$ cat src/rtl/inst_fetcher_if.sv
// Fetch-stage bus: control inputs, the shared 8-bit memory read port and the
// decode-side delivery (hit/pc/inst).
interface inst_fetcher_if;
    logic        rdy;
    logic        stall;
    logic        jump_en;
    logic [31:0] jump_addr;
    logic [7:0]  mem_din;
    logic        mem_en;
    logic [31:0] mem_a;
    logic        hit;
    logic [31:0] pc;
    logic [31:0] inst;

    modport master (
        input  rdy, stall, jump_en, jump_addr, mem_din,
        output mem_en, mem_a, hit, pc, inst
    );

    modport slave (
        output rdy, stall, jump_en, jump_addr, mem_din,
        input  mem_en, mem_a, hit, pc, inst
    );
endinterface

$ cat src/rtl/inst_fetcher.sv
// Front-end fetch stage: assembles 32-bit little-endian words from an 8-bit port.
// Define ICACHE_EN to add a direct-mapped, one-word-per-line instruction cache.
module inst_fetcher #(
    parameter logic [31:0] RESET_PC = 32'h0000_0000
`ifdef ICACHE_EN
    ,
    parameter int unsigned ICACHE_INDEX_BITS = 6
`endif
) (
    input logic            clk,
    input logic            rst,
    inst_fetcher_if.master bus
);
    typedef enum logic [2:0] {S_IDLE, S_B0, S_B1, S_B2, S_B3, S_OUT} state_e;

    state_e      state_q, state_d;
    logic [31:0] fpc_q, fpc_d;
    logic [31:0] pc_q, pc_d;
    logic [31:0] inst_q, inst_d;
    logic [7:0]  b0_q, b0_d, b1_q, b1_d, b2_q, b2_d, b3_q, b3_d;
    logic        hit_q, hit_d;
    logic        out_wait_q, out_wait_d;
    logic        blocked, complete;
    logic        mem_en_c;
    logic [31:0] mem_a_c;
    logic [31:0] word;

`ifdef ICACHE_EN
    localparam int unsigned Lines = 1 << ICACHE_INDEX_BITS;
    localparam int unsigned TagW  = 30 - ICACHE_INDEX_BITS;

    logic [Lines-1:0]             valid_q, valid_d;
    logic [TagW-1:0]              tag_mem  [Lines];
    logic [31:0]                  data_mem [Lines];
    logic [ICACHE_INDEX_BITS-1:0] idx;
    logic [TagW-1:0]              tag;
    logic                         cache_hit, cache_we;

    assign idx       = fpc_q[ICACHE_INDEX_BITS+1:2];
    assign tag       = fpc_q[31:ICACHE_INDEX_BITS+2];
    assign cache_hit = valid_q[idx] && (tag_mem[idx] == tag);
`endif

    // A delivered word may not be replaced while decode is stalling on it.
    assign blocked = hit_q && bus.stall;

    always_comb begin
        state_d    = state_q;
        fpc_d      = fpc_q;
        pc_d       = pc_q;
        inst_d     = inst_q;
        b0_d       = b0_q;
        b1_d       = b1_q;
        b2_d       = b2_q;
        b3_d       = b3_q;
        hit_d      = hit_q;
        out_wait_d = out_wait_q;
        mem_en_c   = 1'b0;
        mem_a_c    = 32'h0;
        word       = 32'h0;
        complete   = 1'b0;
`ifdef ICACHE_EN
        cache_we   = 1'b0;
        valid_d    = valid_q;
`endif
        if (bus.rdy) begin
            hit_d = blocked;
            unique case (state_q)
                S_IDLE: state_d = S_B0;
                S_B0: begin
`ifdef ICACHE_EN
                    if (cache_hit) begin
                        word     = data_mem[idx];
                        complete = !blocked;
                    end else
`endif
                    begin
                        mem_en_c = 1'b1;
                        mem_a_c  = fpc_q;
                        state_d  = S_B1;
                    end
                end
                S_B1: begin
                    mem_en_c = 1'b1;
                    mem_a_c  = fpc_q + 32'd1;
                    b0_d     = bus.mem_din;
                    state_d  = S_B2;
                end
                S_B2: begin
                    mem_en_c = 1'b1;
                    mem_a_c  = fpc_q + 32'd2;
                    b1_d     = bus.mem_din;
                    state_d  = S_B3;
                end
                S_B3: begin
                    mem_en_c = 1'b1;
                    mem_a_c  = fpc_q + 32'd3;
                    b2_d     = bus.mem_din;
                    state_d  = S_OUT;
                end
                S_OUT: begin
                    // Byte 3 is only on mem_din for the first S_OUT cycle.
                    word = {out_wait_q ? b3_q : bus.mem_din, b2_q, b1_q, b0_q};
                    if (blocked) begin
                        if (!out_wait_q) b3_d = bus.mem_din;
                        out_wait_d = 1'b1;
                    end else begin
                        complete = 1'b1;
`ifdef ICACHE_EN
                        cache_we = 1'b1;
`endif
                    end
                end
                default: state_d = S_IDLE;
            endcase

            if (complete) begin
                hit_d      = 1'b1;
                pc_d       = fpc_q;
                inst_d     = word;
                fpc_d      = fpc_q + 32'd4;
                state_d    = S_B0;
                out_wait_d = 1'b0;
            end

            if (bus.jump_en) begin
                hit_d      = 1'b0;
                fpc_d      = bus.jump_addr & ~32'h3;
                state_d    = S_B0;
                out_wait_d = 1'b0;
`ifdef ICACHE_EN
                cache_we   = 1'b0;
`endif
            end
`ifdef ICACHE_EN
            if (cache_we) valid_d[idx] = 1'b1;
`endif
        end else begin
            // Frozen: any partial word is refetched from byte 0 on resume.
            if (state_q != S_IDLE) state_d = S_B0;
            out_wait_d = 1'b0;
        end
    end

    always_ff @(posedge clk) begin
        if (rst) begin
            state_q    <= S_IDLE;
            fpc_q      <= RESET_PC;
            pc_q       <= 32'h0;
            inst_q     <= 32'h0000_0013;
            b0_q       <= 8'h0;
            b1_q       <= 8'h0;
            b2_q       <= 8'h0;
            b3_q       <= 8'h0;
            hit_q      <= 1'b0;
            out_wait_q <= 1'b0;
`ifdef ICACHE_EN
            valid_q    <= '0;
`endif
        end else begin
            state_q    <= state_d;
            fpc_q      <= fpc_d;
            pc_q       <= pc_d;
            inst_q     <= inst_d;
            b0_q       <= b0_d;
            b1_q       <= b1_d;
            b2_q       <= b2_d;
            b3_q       <= b3_d;
            hit_q      <= hit_d;
            out_wait_q <= out_wait_d;
`ifdef ICACHE_EN
            valid_q    <= valid_d;
`endif
        end
    end

`ifdef ICACHE_EN
    always_ff @(posedge clk) begin
        if (!rst && cache_we) begin
            data_mem[idx] <= word;
            tag_mem[idx]  <= tag;
        end
    end
`endif

    assign bus.mem_en = mem_en_c;
    assign bus.mem_a  = mem_a_c;
    assign bus.hit    = hit_q;
    assign bus.pc     = pc_q;
    assign bus.inst   = inst_q;
endmodule

$ cat src/flat_wrapper.sv
// flat-port wrapper written by rule: the top's interface ports become plain ports
module inst_fetcher_flat 
#(
    parameter logic [31:0] RESET_PC = 32'h0000_0000

)
  (clk, rst, bus_rdy, bus_stall, bus_jump_en, bus_jump_addr, bus_mem_din, bus_mem_en, bus_mem_a, bus_hit, bus_pc, bus_inst);
  inst_fetcher_if bus_i ();
  input logic clk;
  input logic rst;
  input wire logic [$bits(bus_i.rdy)-1:0] bus_rdy;
  input wire logic [$bits(bus_i.stall)-1:0] bus_stall;
  input wire logic [$bits(bus_i.jump_en)-1:0] bus_jump_en;
  input wire logic [$bits(bus_i.jump_addr)-1:0] bus_jump_addr;
  input wire logic [$bits(bus_i.mem_din)-1:0] bus_mem_din;
  output wire logic [$bits(bus_i.mem_en)-1:0] bus_mem_en;
  output wire logic [$bits(bus_i.mem_a)-1:0] bus_mem_a;
  output wire logic [$bits(bus_i.hit)-1:0] bus_hit;
  output wire logic [$bits(bus_i.pc)-1:0] bus_pc;
  output wire logic [$bits(bus_i.inst)-1:0] bus_inst;
  assign bus_i.rdy = bus_rdy;
  assign bus_i.stall = bus_stall;
  assign bus_i.jump_en = bus_jump_en;
  assign bus_i.jump_addr = bus_jump_addr;
  assign bus_i.mem_din = bus_mem_din;
  assign bus_mem_en = bus_i.mem_en;
  assign bus_mem_a = bus_i.mem_a;
  assign bus_hit = bus_i.hit;
  assign bus_pc = bus_i.pc;
  assign bus_inst = bus_i.inst;
  inst_fetcher #(.RESET_PC(RESET_PC)) u_core (.clk(clk), .rst(rst), .bus(bus_i));
endmodule
$ cat config.mk
export PLATFORM = sky130hd
export DESIGN_NAME = inst_fetcher_flat
export DESIGN_NICKNAME = d
export VERILOG_FILES = /design/src/rtl/inst_fetcher_if.sv /design/src/rtl/inst_fetcher.sv /design/src/flat_wrapper.sv
export SDC_FILE = /design/constraint.sdc
export NUM_CORES = 1
export LEC_CHECK = 0
export BUFFER_PORTS_ARGS = -buffer_cell sky130_fd_sc_hd__buf_2
export CORE_AREA = 2 2 125 127
export CTS_CLUSTER_SIZE = 20
export DETAILED_ROUTE_END_ITERATION = 16
export DIE_AREA = 0 0 127 129
export HOLD_SLACK_MARGIN = 0.08
export MAX_ROUTING_LAYER = met4
export PLACE_DENSITY = 0.7
export SYNTH_ARGS = -nofsm -noshare
export SYNTH_HDL_FRONTEND = slang
export SYNTH_SLANG_ARGS = --single-unit
$ cat constraint.sdc
create_clock -name clk -period 2.7 [get_ports clk]
set_input_delay 0.54 -clock clk [delete_from_list [all_inputs] [get_ports clk]]
set_output_delay 0.54 -clock clk [all_outputs]
set_load 0.005 [all_outputs]
==> impl_metrics.env <==
export IMPL_cts_buffers=17
export IMPL_grt_start_max_net_pins=56
export IMPL_vdd_drop_max_mv=0.446
export IMPL_async_reset_ff_frac=0
export IMPL_p_clk_frac=0.517
export IMPL_period_minus_slack_ps=2480
export IMPL_worst_pin_slew_ps=763
export IMPL_max_freq_mhz=402
export IMPL_critPathArrivalTime_ps=1940
export IMPL_syn_avg_cell_area_um2=7.76
export IMPL_path_clk_slew_ps=60
export IMPL_clockBufferDepth=2
export IMPL_power_leakage_uw=0.00300
export IMPL_first_iter_violations=467
export IMPL_fp_dieH_um=129
export IMPL_nFillCells=1484
export IMPL_end_kind="output pin"
export IMPL_finalSetupViolations=0
export IMPL_io_pins=143
export IMPL_postCtsSetupBuffers=0
export IMPL_p_total_uw=4670
export IMPL_start_kind="flop"
export IMPL_num_vias=5942
export IMPL_layout_common_cells="195 x nand2_1, 137 x buf_2, 129 x dfxtp_1"
export IMPL_dominantRegCellSynth="dfxtp_1"
export IMPL_hold_violations=0
export IMPL_cp_max_fo=31
export IMPL_dieArea_um2=16400
export IMPL_yosys_warnings=0
export IMPL_synth_edf_count=0
export IMPL_syn2layout_area_growth_pct=25.6
export IMPL_core_um2=15000
export IMPL_cap_viol_max_count=0
export IMPL_max_slew_margin=0.489
export IMPL_row_count=45
export IMPL_multiInputGateArea_um2=3030
export IMPL_routed_wirelength_mm=17.3
export IMPL_synth_seq_cells=129
export IMPL_start_util=0.395
export IMPL_ctsResizeCount=0
export IMPL_required_ps=2160
export IMPL_drc=0
export IMPL_htree_levels=4
export IMPL_ant_nets=0
export IMPL_fin_crit_sh=0.920
export IMPL_drive_gt1_frac=0.236
export IMPL_place_congestion=0.860
export IMPL_drv_slew=0
export IMPL_synthDistinctLibCells=61
export IMPL_detail_route_first_pass_iterations=5
export IMPL_cts_tree="done"
export IMPL_place_port_buffers=138
export IMPL_seqCellArea_um2=2580
export IMPL_hold_class="input pin to flop"
export IMPL_tns_ps=0
export IMPL_ctsHoldBuffers=0
export IMPL_netlist_area_um2=5920
export IMPL_worstSetupPathType="flop to output pin"
export IMPL_ys_seq_area_frac=0.436
export IMPL_final_cells=1080
export IMPL_fin_nets=924
export IMPL_rsz0062_at_grt="no"
export IMPL_p_switching_uw=1110
export IMPL_gr_total_overflow=0
export IMPL_seqPwrFrac=0.425
export IMPL_syn_inst=763
export IMPL_setup_ws_ps=215
export IMPL_placed_cells=1047
export IMPL_hold_ws_ps=413
export IMPL_final_common_cell="nand2_1"
export IMPL_comb_power_share=0.058
export IMPL_netSwitchingFraction=0.236
export IMPL_routed_via_density=5.50
export IMPL_internal_power_uw=3570
export IMPL_post_place_ws_ps=528
export IMPL_hpwl_mm=11.7
export IMPL_grt_pass1_vias=5435
export IMPL_status="finished, final reports clean"
export IMPL_clk_latency_ps=420
export IMPL_antenna_found_initial=1
export IMPL_die_w_um=127
export IMPL_powerDensity_nw_per_um2=629
export IMPL_fin_skew_ps=7.97
export IMPL_cts_root_buf="clkbuf_16"
export IMPL_grt_use_total=0.214
export IMPL_cts_sinks=129
export IMPL_grt_pass1_wl_mm=27.2
export IMPL_drt_wirelength_per_cell_um=16.0
## cells in the mapped netlist, drive strengths merged, types with 2 or more instances
cell type,n,area share
o311ai,6,0.0089
and4,2,0.0030
a22oi,3,0.0038
nor2,32,0.020
or4,7,0.0089
nand2,196,0.12
and2,6,0.0063
and3,34,0.036
nand2b,4,0.0042
a22o,2,0.0030
clkbuf,56,0.036
a211o,3,0.0044
a41oi,2,0.0030
inv,8,0.0051
or2,3,0.0032
a2bb2oi,3,0.0044
a211oi,13,0.016
dfxtp,129,0.44
o22ai,3,0.0032
mux2i,18,0.030
nor3,14,0.013
buf,16,0.014
o211ai,8,0.010
o21ai,14,0.012
nor4,9,0.012
o221ai,6,0.0089
o41ai,3,0.0044
a32o,7,0.012
or3,2,0.0021
a2111o,2,0.0038
o21a,2,0.0025
nand3b,3,0.0038
o31ai,3,0.0038
nand4,11,0.013
a21oi,99,0.084
a31oi,2,0.0021
nand3,15,0.014
## sequential cells by signal, indices dropped and copies added, names as in the netlist
name	count
u_core.b3_q	8
u_core.bus.hit	1
u_core.b1_q	8
u_core.bus.pc	30
u_core.state_q	3
u_core.b0_q	8
u_core.bus.inst	32
u_core.fpc_q	30
u_core.b2_q	8
u_core.out_wait_q	1
## cells by family after synthesis
group / synth area share
DFF: 0.436
and+or+nand+nor: 0.271
adders and majority gates: 0.00211
xor gates and xnor gates: 0.00296
other: 0.000634
buffers and inverters: 0.0545
muxes: 0.0304
AOI/OAI and AO/OA: 0.202
## cell type report
cell class                      count  share of cell area
Clock buffer                       21              0.0633
Sequential cell                   129               0.347
Antenna cell                        1            0.000337
Clock inverter                     11              0.0207
Inverter                            8             0.00404
Multi-Input combinational cell    555               0.408
Timing Repair Buffer              167               0.124
Tap cell                          188              0.0316
## power groups by stage
stage / clock network [uW] / logic, uW / registers, uW
floorplan: 0 / 181 / 2000
global placement: 0 / 268 / 2020
detailed placement: 0 / 269 / 2020
CTS: 2440 / 271 / 1980
global route: 2530 / 299 / 1990
finish: 2420 / 272 / 1990
## worst max-delay path, stage by stage (launching register included)
cell	delay [ps]
dfxtp_1	580
nor2_1	170
xnor2_2	140
buf_4	290
and3_1	210
buf_2	110
## path summary, 6_finish.rpt
kind                     startpoint  depth (start not counted)  slack (ps)                  end
setup / recovery  u_core.state_q[0]                          5         220        bus_mem_a[28]
hold / removal       bus_mem_din[7]                          3         410       u_core.b1_q[7]
setup reg to reg    u_core.fpc_q[2]                          5         470     u_core.fpc_q[20]
hold reg to reg      u_core.b2_q[3]                          2         450  u_core.bus.inst[19]
## through the flow
step	utilization	cell area [um2]
2_1_floorplan	-	5920
3_3_place_gp	0.454	6810
3_5_place_dp	0.454	6810
4_1_cts	0.496	7430
5_1_grt	0.496	7430
6_report	0.496	7430
## per-layer routing
layer / global-route usage / up-vias / routed length [um]
met5: - / - / 0
met3: 0.0549 / 28 / 1190
met1: 0.265 / 2782 / 7870
met4: 0.0834 / 0 / 314
met2: 0.337 / 209 / 7890
li1: - / 2923 / -
Note: power is estimated with default switching activity, not from simulation.
